===== src/rtl/decode_stage_pkg.sv =====
// Shared constants for the decode stage slice: register file geometry and opcode width.
// Operand forwarding is controlled by the DECODE_BYPASS_EN macro in decode_stage.sv.
package decode_stage_pkg;

  localparam int REG_COUNT       = 16;
  localparam int REG_SIZE        = 32;
  localparam int REG_PTR_SIZE    = 4;
  localparam int CORE_ID_SIZE    = 8;
  localparam int DECODE_OPC_SIZE = 4;

  localparam int NUM_SRC         = 3;

endpackage


===== src/rtl/decode_stage_reg_scoreboard.sv =====
// Per-register pending-write scoreboard: one bit per architectural register,
// with set/clear/kill updates and combinational lookups for three sources plus the destination.
module reg_scoreboard #(
  parameter int REG_COUNT    = decode_stage_pkg::REG_COUNT,
  parameter int REG_PTR_SIZE = decode_stage_pkg::REG_PTR_SIZE
) (
  input  logic                    clk,
  input  logic                    reset,
  input  logic                    i_set_en,
  input  logic [REG_PTR_SIZE-1:0] i_set_ptr,
  input  logic                    i_clr_en,
  input  logic [REG_PTR_SIZE-1:0] i_clr_ptr,
  input  logic                    i_kill_en,
  input  logic [REG_PTR_SIZE-1:0] i_kill_ptr,
  input  logic [REG_PTR_SIZE-1:0] i_look_0,
  input  logic [REG_PTR_SIZE-1:0] i_look_1,
  input  logic [REG_PTR_SIZE-1:0] i_look_2,
  input  logic [REG_PTR_SIZE-1:0] i_look_dst,
  output logic                    o_pend_0,
  output logic                    o_pend_1,
  output logic                    o_pend_2,
  output logic                    o_pend_dst
);

  logic [REG_COUNT-1:0] r_pending;

  // A new issue to a register wins over a writeback or kill of the same register in one cycle.
  always_ff @(posedge clk or posedge reset) begin
    if (reset) begin
      r_pending <= '0;
    end else begin
      for (int i = 0; i < REG_COUNT; i++) begin
        if (i_set_en && (i_set_ptr == REG_PTR_SIZE'(i))) begin
          r_pending[i] <= 1'b1;
        end else if ((i_clr_en && (i_clr_ptr == REG_PTR_SIZE'(i))) ||
                     (i_kill_en && (i_kill_ptr == REG_PTR_SIZE'(i)))) begin
          r_pending[i] <= 1'b0;
        end
      end
    end
  end

  assign o_pend_0   = r_pending[i_look_0];
  assign o_pend_1   = r_pending[i_look_1];
  assign o_pend_2   = r_pending[i_look_2];
  assign o_pend_dst = r_pending[i_look_dst];

endmodule


===== src/rtl/decode_stage.sv =====
// Decode-to-execute pipeline register with scoreboard hazard stall and writeback forwarding.
// Define DECODE_BYPASS_EN to forward W_result into operands; undefined, pending sources wait for the RF.
module decode_stage
  import decode_stage_pkg::*;
#(
  parameter int REG_COUNT    = decode_stage_pkg::REG_COUNT,
  parameter int REG_SIZE     = decode_stage_pkg::REG_SIZE,
  parameter int REG_PTR_SIZE = decode_stage_pkg::REG_PTR_SIZE,
  parameter int CORE_ID_SIZE = decode_stage_pkg::CORE_ID_SIZE,
  parameter int OPC_SIZE     = DECODE_OPC_SIZE
) (
  input  logic                    clk,
  input  logic                    reset,
  input  logic                    flush,
  input  logic                    FD_valid,
  output logic                    FD_ready,
  input  logic [OPC_SIZE-1:0]     FD_opcode,
  input  logic [REG_PTR_SIZE-1:0] FD_insn_src_0,
  input  logic [REG_PTR_SIZE-1:0] FD_insn_src_1,
  input  logic [REG_PTR_SIZE-1:0] FD_insn_src_2,
  input  logic [NUM_SRC-1:0]      FD_uses_src,
  input  logic [REG_PTR_SIZE-1:0] FD_insn_dst,
  input  logic                    FD_wr_en,
  input  logic [REG_SIZE-1:0]     D_src_0_data,
  input  logic [REG_SIZE-1:0]     D_src_1_data,
  input  logic [CORE_ID_SIZE-1:0] D_src_2_data,
  input  logic                    MW_wr_en,
  input  logic [REG_PTR_SIZE-1:0] MW_wr_ptr,
  input  logic [REG_SIZE-1:0]     W_result,
  output logic                    DX_valid,
  input  logic                    DX_ready,
  output logic [OPC_SIZE-1:0]     DX_opcode,
  output logic [REG_SIZE-1:0]     DX_src_0_data,
  output logic [REG_SIZE-1:0]     DX_src_1_data,
  output logic [CORE_ID_SIZE-1:0] DX_src_2_data,
  output logic [REG_PTR_SIZE-1:0] DX_dst,
  output logic                    DX_wr_en
);

  logic                    w_hit_0, w_hit_1, w_hit_2;
  logic                    w_pend_0, w_pend_1, w_pend_2, w_pend_dst;
  logic                    w_blk_0, w_blk_1, w_blk_2;
  logic                    w_waw, w_hazard, w_xfer, w_kill;
  logic [REG_SIZE-1:0]     w_op_0, w_op_1;
  logic [CORE_ID_SIZE-1:0] w_op_2;

  logic                    r_dx_valid;
  logic [OPC_SIZE-1:0]     r_dx_opcode;
  logic [REG_SIZE-1:0]     r_dx_src_0, r_dx_src_1;
  logic [CORE_ID_SIZE-1:0] r_dx_src_2;
  logic [REG_PTR_SIZE-1:0] r_dx_dst;
  logic                    r_dx_wr_en;

`ifdef DECODE_BYPASS_EN
  assign w_hit_0 = MW_wr_en && (MW_wr_ptr == FD_insn_src_0);
  assign w_hit_1 = MW_wr_en && (MW_wr_ptr == FD_insn_src_1);
  assign w_hit_2 = MW_wr_en && (MW_wr_ptr == FD_insn_src_2);
  assign w_op_0  = w_hit_0 ? W_result : D_src_0_data;
  assign w_op_1  = w_hit_1 ? W_result : D_src_1_data;
  assign w_op_2  = w_hit_2 ? W_result[CORE_ID_SIZE-1:0] : D_src_2_data;
`else
  // Without forwarding a source still pending at writeback waits one cycle for the RF copy.
  logic w_unused_result;
  assign w_unused_result = ^W_result;
  assign w_hit_0 = 1'b0;
  assign w_hit_1 = 1'b0;
  assign w_hit_2 = 1'b0;
  assign w_op_0  = D_src_0_data;
  assign w_op_1  = D_src_1_data;
  assign w_op_2  = D_src_2_data;
`endif

  assign w_blk_0  = FD_uses_src[0] && w_pend_0 && !w_hit_0;
  assign w_blk_1  = FD_uses_src[1] && w_pend_1 && !w_hit_1;
  assign w_blk_2  = FD_uses_src[2] && w_pend_2 && !w_hit_2;
  assign w_waw    = FD_wr_en && w_pend_dst && !(MW_wr_en && (MW_wr_ptr == FD_insn_dst));
  assign w_hazard = w_blk_0 || w_blk_1 || w_blk_2 || w_waw;

  assign FD_ready = !reset && !flush && !w_hazard && (!r_dx_valid || DX_ready);
  assign w_xfer   = FD_valid && FD_ready;
  assign w_kill   = flush && r_dx_valid && r_dx_wr_en;

  reg_scoreboard #(
    .REG_COUNT    (REG_COUNT),
    .REG_PTR_SIZE (REG_PTR_SIZE)
  ) u_scoreboard (
    .clk        (clk),
    .reset      (reset),
    .i_set_en   (w_xfer && FD_wr_en),
    .i_set_ptr  (FD_insn_dst),
    .i_clr_en   (MW_wr_en),
    .i_clr_ptr  (MW_wr_ptr),
    .i_kill_en  (w_kill),
    .i_kill_ptr (r_dx_dst),
    .i_look_0   (FD_insn_src_0),
    .i_look_1   (FD_insn_src_1),
    .i_look_2   (FD_insn_src_2),
    .i_look_dst (FD_insn_dst),
    .o_pend_0   (w_pend_0),
    .o_pend_1   (w_pend_1),
    .o_pend_2   (w_pend_2),
    .o_pend_dst (w_pend_dst)
  );

  // Flush only drops the valid bit; stale fields are harmless behind DX_valid=0.
  always_ff @(posedge clk or posedge reset) begin
    if (reset) begin
      r_dx_valid  <= 1'b0;
      r_dx_opcode <= '0;
      r_dx_src_0  <= '0;
      r_dx_src_1  <= '0;
      r_dx_src_2  <= '0;
      r_dx_dst    <= '0;
      r_dx_wr_en  <= 1'b0;
    end else if (flush) begin
      r_dx_valid  <= 1'b0;
    end else if (w_xfer) begin
      r_dx_valid  <= 1'b1;
      r_dx_opcode <= FD_opcode;
      r_dx_src_0  <= w_op_0;
      r_dx_src_1  <= w_op_1;
      r_dx_src_2  <= w_op_2;
      r_dx_dst    <= FD_insn_dst;
      r_dx_wr_en  <= FD_wr_en;
    end else if (DX_ready) begin
      r_dx_valid  <= 1'b0;
    end
  end

  assign DX_valid      = r_dx_valid;
  assign DX_opcode     = r_dx_opcode;
  assign DX_src_0_data = r_dx_src_0;
  assign DX_src_1_data = r_dx_src_1;
  assign DX_src_2_data = r_dx_src_2;
  assign DX_dst        = r_dx_dst;
  assign DX_wr_en      = r_dx_wr_en;

endmodule


===== config.mk =====
export PLATFORM = sky130hd
export DESIGN_NAME = decode_stage
export DESIGN_NICKNAME = d
export VERILOG_FILES = /design/src/rtl/decode_stage_pkg.sv /design/src/rtl/decode_stage_reg_scoreboard.sv /design/src/rtl/decode_stage.sv
export SDC_FILE = /design/constraint.sdc
export NUM_CORES = 1
export LEC_CHECK = 0
export CAP_MARGIN = 20
export CELL_PAD_IN_SITES_DETAIL_PLACEMENT = 0
export CELL_PAD_IN_SITES_GLOBAL_PLACEMENT = 1
export CORE_MARGIN = 4
export CORE_UTILIZATION = 25
export CTS_BUF_LIST = sky130_fd_sc_hd__clkbuf_8
export CTS_CLUSTER_DIAMETER = 50
export DETAILED_ROUTE_END_ITERATION = 7
export GPL_TIMING_DRIVEN = 0
export PLACE_DENSITY = 0.74
export SLEW_MARGIN = 20
export SYNTH_ARGS = -nofsm -noshare
export SYNTH_HDL_FRONTEND = slang
export SYNTH_SLANG_ARGS = --single-unit

===== constraint.sdc =====
create_clock -name clk -period 4.7 [get_ports clk]
set_input_delay 0.705 -clock clk [delete_from_list [all_inputs] [get_ports clk]]
set_output_delay 0.705 -clock clk [all_outputs]
set_load 0.05 [all_outputs]

# After elaboration in Yosys (flattened, before gate mapping)

Index checks and enable logic that the tools add are counted.

Register bits after elaboration: 98
Output and inout bits: 83
Word-level logic and storage cells: 224

$lt $le $gt $ge: 4
Equal/unequal tests: 46
Mux-type cells: 43
Bitwise logic cells: 1
Reduce and logical (&&, ||, !) cells: 107

Operators with widths:

| cell                                                | number |
|---|---|
| equality test 4 bit, second input constant          | 24 |
| logical AND 1 bit                                   | 61 |
| equality test 4 x 3 -> 1 bit, second input constant | 12 |
| 2-to-1 mux 1 bit                                    | 39 |
| nonzero test 2 bit                                  | 16 |
| equality test 4 x 2 -> 1 bit, second input constant | 6 |
| logical OR 1 bit                                    | 20 |
| < comparator 4 x 5 -> 1 bit, second input constant  | 4 |
| binary-select mux 1 bit (select 4 bit)              | 4 |
| equality test 4 x 1 -> 1 bit, second input constant | 3 |
| zero test 4 bit                                     | 3 |
| zero test 1 bit                                     | 5 |
| equality test 4 bit                                 | 1 |
| nonzero test 3 bit                                  | 1 |
| AND reduction 2 bit                                 | 1 |
| NOT 1 bit                                           | 1 |

# Longest topological paths before layout

Word-level depth: 13
Depth in mapped cells: 9
Depth with buffers taken out: 6

# Cells and area by module

A second synthesis with hierarchy kept.

Cells, all modules: 294
Area, all modules: 4936.0 um^2

By module, submodules not included:

| module         | times used | cells each | area an instance (um^2) | seq. area each (um^2) |
|---|---|---|---|---|
| decode_stage   | 1          | 190        | 3550.9                  | 2052.0 |
| reg_scoreboard | 1          | 104        | 1385.1                  | 400.4 |

# Worst setup path after synthesis

Ideal clock, no wire load.

Path type: input port to output port
Start point: in FD_insn_src_0[1]
End point: out FD_ready
Data arrival time: 2.553 ns
Data required time: 3.995 ns
Setup slack: 1.442 ns
Cell stages on the path: 7
Path through: buf_2 > mux4_2 > nand2b_1 > a311oi_1 > nand3b_1 > clkbuf_1 > inv_1

Word-level cells in the longest chain between the ends: 9

RTL lines:

| element                                | line                              | RTL |
|---|---|---|
| start: declaration                     | decode_stage.sv:18                | `input logic [REG_PTR_SIZE-1:0] FD_insn_src_0,` |
| binary-select mux 1 bit (select 4 bit) | decode_stage_reg_scoreboard.sv:43 | `assign o_pend_0 = r_pending[i_look_0];` |
| 2-to-1 mux 1 bit (not written as such) | decode_stage_reg_scoreboard.sv:43 |  |
| logical AND 1 bit                      | decode_stage.sv:73                | `assign w_blk_0 = FD_uses_src[0] && w_pend_0 && !w_hit_0;` |
| logical OR 1 bit (3 in series)         | decode_stage.sv:77                | `assign w_hazard = w_blk_0 \|\| w_blk_1 \|\| w_blk_2 \|\| w_waw;` |
| zero test 1 bit                        | decode_stage.sv:79                | `assign FD_ready = !reset && !flush && !w_hazard && (!r_dx_valid \|\| DX_ready);` |
| logical AND 1 bit (2 in series)        | decode_stage.sv:79                |  |
| end: declaration                       | decode_stage.sv:16                | `output logic FD_ready,` |

No other way between the ends. The select of a mux whose other input is x is not followed.

# Worst setup path after layout

Start point: in FD_insn_src_2[0]
End point: out FD_ready

Word-level cells in the longest chain between the ends: 8

RTL lines:

| element                                | line                              | RTL |
|---|---|---|
| start: declaration                     | decode_stage.sv:20                | `input logic [REG_PTR_SIZE-1:0] FD_insn_src_2,` |
| binary-select mux 1 bit (select 4 bit) | decode_stage_reg_scoreboard.sv:45 | `assign o_pend_2 = r_pending[i_look_2];` |
| 2-to-1 mux 1 bit (not written as such) | decode_stage_reg_scoreboard.sv:45 |  |
| logical AND 1 bit                      | decode_stage.sv:75                | `assign w_blk_2 = FD_uses_src[2] && w_pend_2 && !w_hit_2;` |
| logical OR 1 bit (2 in series)         | decode_stage.sv:77                |  |
| zero test 1 bit                        | decode_stage.sv:79                |  |
| logical AND 1 bit (2 in series)        | decode_stage.sv:79                |  |

No other way between the ends. The select of a mux whose other input is x is not followed.

==> impl_metrics.env <==
export IMPL_worstHoldEndpoint="DX_src_1_data[24]"
export IMPL_finalSetupViolations=0
export IMPL_postSynthRegisterBits=98
export IMPL_critical_path_reg2reg_startpoint="u_scoreboard.r_pending[2]"
export IMPL_synthCells=316
export IMPL_slowest_stage="clkdlybuf4s50_1"
export IMPL_h_tree_depth=3
export IMPL_power_ir_vdd_worst_mv=0.241
export IMPL_synthDistinctLibCells=36
export IMPL_die_w_um=147
export IMPL_layout_area_seq_um2=2450
export IMPL_grt_pass1_vias=4016
export IMPL_synth_warnings=0
export IMPL_track_usage=0.132
export IMPL_synth_area_per_cell_um2=15.3
export IMPL_dp_final_hpwl_um=10900
export IMPL_unrepaired_setup_endpoints_after_global_routing="false"
export IMPL_outcome="completed"
export IMPL_setup_slack_ns=0.225
export IMPL_start_util=0.257
export IMPL_final_setup_tns_ns=0
export IMPL_dieHeight_um=147
export IMPL_overflow=0
export IMPL_layout_common_cells="clkdlybuf4s50_1, dfrtp_1, mux2_4"
export IMPL_cp_max_fo=10
export IMPL_post_route_cells_drive_above_1_share=0.246
export IMPL_post_route_util=0.384
export IMPL_path_clk_slew_ns=0.10
export IMPL_timing_hold_worst_path_depth=1
export IMPL_detailed_place_area_um2=7050
export IMPL_critical_path_endpoint_type="output port"
export IMPL_maxCapViolations=0
export IMPL_pre_cts_ws_ns=-0.0742
export IMPL_final_net_count=650
export IMPL_worst_min_delay_path_class="reg -> reg"
export IMPL_arrival_ns=3.77
export IMPL_numClockSinks=98
export IMPL_postCtsSetupBuffers=0
export IMPL_worst_path_largest_cell_delay_ns=0.66
export IMPL_vias=3526
export IMPL_fin_cells=777
export IMPL_final_area_um2=7250
export IMPL_post_drt_wl_per_cell_um=18.5
export IMPL_final_max_slew_violation_count=0
export IMPL_reg2reg_slack_ns=1.98
export IMPL_synth_yosys_seq_area_share=0.506
export IMPL_ant_nets=0
export IMPL_drt_drc_violations_left=0
export IMPL_hold_viol=0
export IMPL_worst_endpoint_required_ns=3.99
export IMPL_placedCellCount=761
export IMPL_die_area_um2=21700
export IMPL_placementRows=50
export IMPL_nFillCells=1823
export IMPL_grt_pass1_wl_um=22600
export IMPL_pwr_density_cell_nw_per_um2=461
export IMPL_grt_antenna_before_repair=0
export IMPL_first_iter_violations=207
export IMPL_io_pin_count=221
export IMPL_via_per_inst=4.54
export IMPL_placer_congestion=0.856
export IMPL_detailedRoute_firstPassIterationCount=6
export IMPL_worst_r2r_endpoint="DX_src_2_data[6]"
export IMPL_core_area_um2=18900
export IMPL_cts_root_buf="clkbuf_8"
export IMPL_min_delay_start="DX_src_1_data[24]"
export IMPL_total_power_mw=3.35
export IMPL_synth_cell_area_um2=4850
export IMPL_setup_worst_path_class="in -> out"
export IMPL_post_route_period_util=0.952
export IMPL_fmax_mhz=223
export IMPL_timing_critical_path_cells="clkdlybuf4s50_1, mux4_2, mux2i_1, nor3b_1, a311oi_1, nand3b_1, clkbuf_1, inv_1, clkdlybuf4s15_1"
export IMPL_totalWireLength_um=14400
export IMPL_clk_latency_ns=0.37
export IMPL_post_layout_min_period_ns=4.47
export IMPL_cts_buffers=9
export IMPL_leakage_nw=3.00
export IMPL_antennaDiodeCount=0
export IMPL_worst_r2r_cell_count=8
export IMPL_final_common_cell="clkdlybuf4s50_1"
export IMPL_timing_worst_slew_pin_value_ns=0.632
export IMPL_fin_skew_ns=0.0193
export IMPL_portBuffers=184
export IMPL_setup_worst_path_start_class="input pin"
export IMPL_multi_input_comb_area_um2=2240
export IMPL_clockBufferDepth=2
export IMPL_fin_worst_hold_slack_ns=0.502
export IMPL_area_delta_synth_final_pct=49.6
export IMPL_synth_fp_nets=454
export IMPL_slew_limit_headroom=0.573
export IMPL_pin_count_of_the_biggest_net_entering_global_routing=80
export IMPL_tritoncts="done"
## power by group
group | internal [mW] | switching, mW
Sequential | 1.04 | 0.144
Clock | 0.261 | 0.305
Combinational | 0.673 | 0.923
## logic make-up after synthesis
group / count (synthesis) / share of synthesized area
compound gates: 42 / 0.0694
mux: 106 / 0.332
buf+inv: 23 / 0.0325
flops: 98 / 0.506
xor+xnor: 4 / 0.00723
simple gates: 43 / 0.0532
## flip-flops by register name (all words and copies together), names as in the netlist
register and count:
DX_src_1_data 32, DX_wr_en 1, DX_valid 1, DX_opcode 4, DX_src_2_data 8, u_scoreboard.r_pending 16, DX_src_0_data 32, DX_dst 4
## layer usage
layer,routed length (um),GRT usage
met2,6970,0.221
met1,5930,0.158
met3,1230,0.0509
met5,0,0
met4,286,0.0410
## what timing repair did
item / 4_1_cts / 5_1_grt
setup endpoints to repair: 1 / 1
hold buffers: 0 / 0
gates resized for setup: 1 / 1
cloned: 0 / 0
## worst max path at each step
stage	from	cells past startpoint	to
3_3_place_gp	reset	2	DX_src_1_data[22]
2_1_floorplan	reset	1	DX_dst[0]
4_1_cts	FD_insn_src_2[0]	9	FD_ready
6_report	FD_insn_src_2[0]	9	FD_ready
5_1_grt	FD_insn_src_2[0]	9	FD_ready
3_5_place_dp	FD_insn_src_2[0]	9	FD_ready
## cell type report
cell class | instances | share of cell area
well taps | 260 | 0.0449
plain buffers | 14 | 0.0171
clock inverters | 6 | 0.00914
repair buffers | 185 | 0.258
inverters | 9 | 0.00535
multi-input cells | 195 | 0.309
clock buffers | 10 | 0.0190
flip-flops and latches | 98 | 0.338
## Yosys cell counts
library cell / n / share of area
a21o_1: 1 / 0.0015
a21oi_1: 1 / 0.0010
a22oi_1: 3 / 0.0046
a311oi_1: 1 / 0.0018
and3_1: 1 / 0.0013
and4bb_1: 1 / 0.0026
buf_2: 3 / 0.0031
buf_4: 2 / 0.0031
buf_6: 8 / 0.019
clkbuf_1: 1 / 0.00077
dfrtp_1: 98 / 0.51
inv_1: 9 / 0.0070
mux2_1: 2 / 0.0046
mux2_2: 1 / 0.0023
mux2_4: 79 / 0.24
mux2i_1: 12 / 0.025
mux4_2: 12 / 0.056
nand2_1: 7 / 0.0054
nand2b_1: 6 / 0.0077
nand3_1: 6 / 0.0062
nand3b_1: 6 / 0.0093
nand4b_1: 1 / 0.0018
nor2_1: 3 / 0.0023
nor2b_1: 3 / 0.0039
nor3_1: 1 / 0.0010
nor3b_1: 1 / 0.0015
o2111ai_1: 2 / 0.0036
o221ai_1: 16 / 0.029
o22ai_1: 1 / 0.0013
o31ai_1: 16 / 0.025
o41ai_1: 1 / 0.0018
or2_2: 2 / 0.0026
or3_1: 3 / 0.0039
or3b_2: 2 / 0.0036
xnor2_1: 1 / 0.0018
xor2_1: 3 / 0.0054
## worst max-delay path, delay by kind of cell
family	cells	cell delay [ns]
AO/OA/AOI/OAI	1	0.35
multiplexers	2	0.73
buffers and inverters	4	1.57
AND/OR/NAND/NOR	2	0.41
No activity file was read; power rests on OpenSTA's default activity.
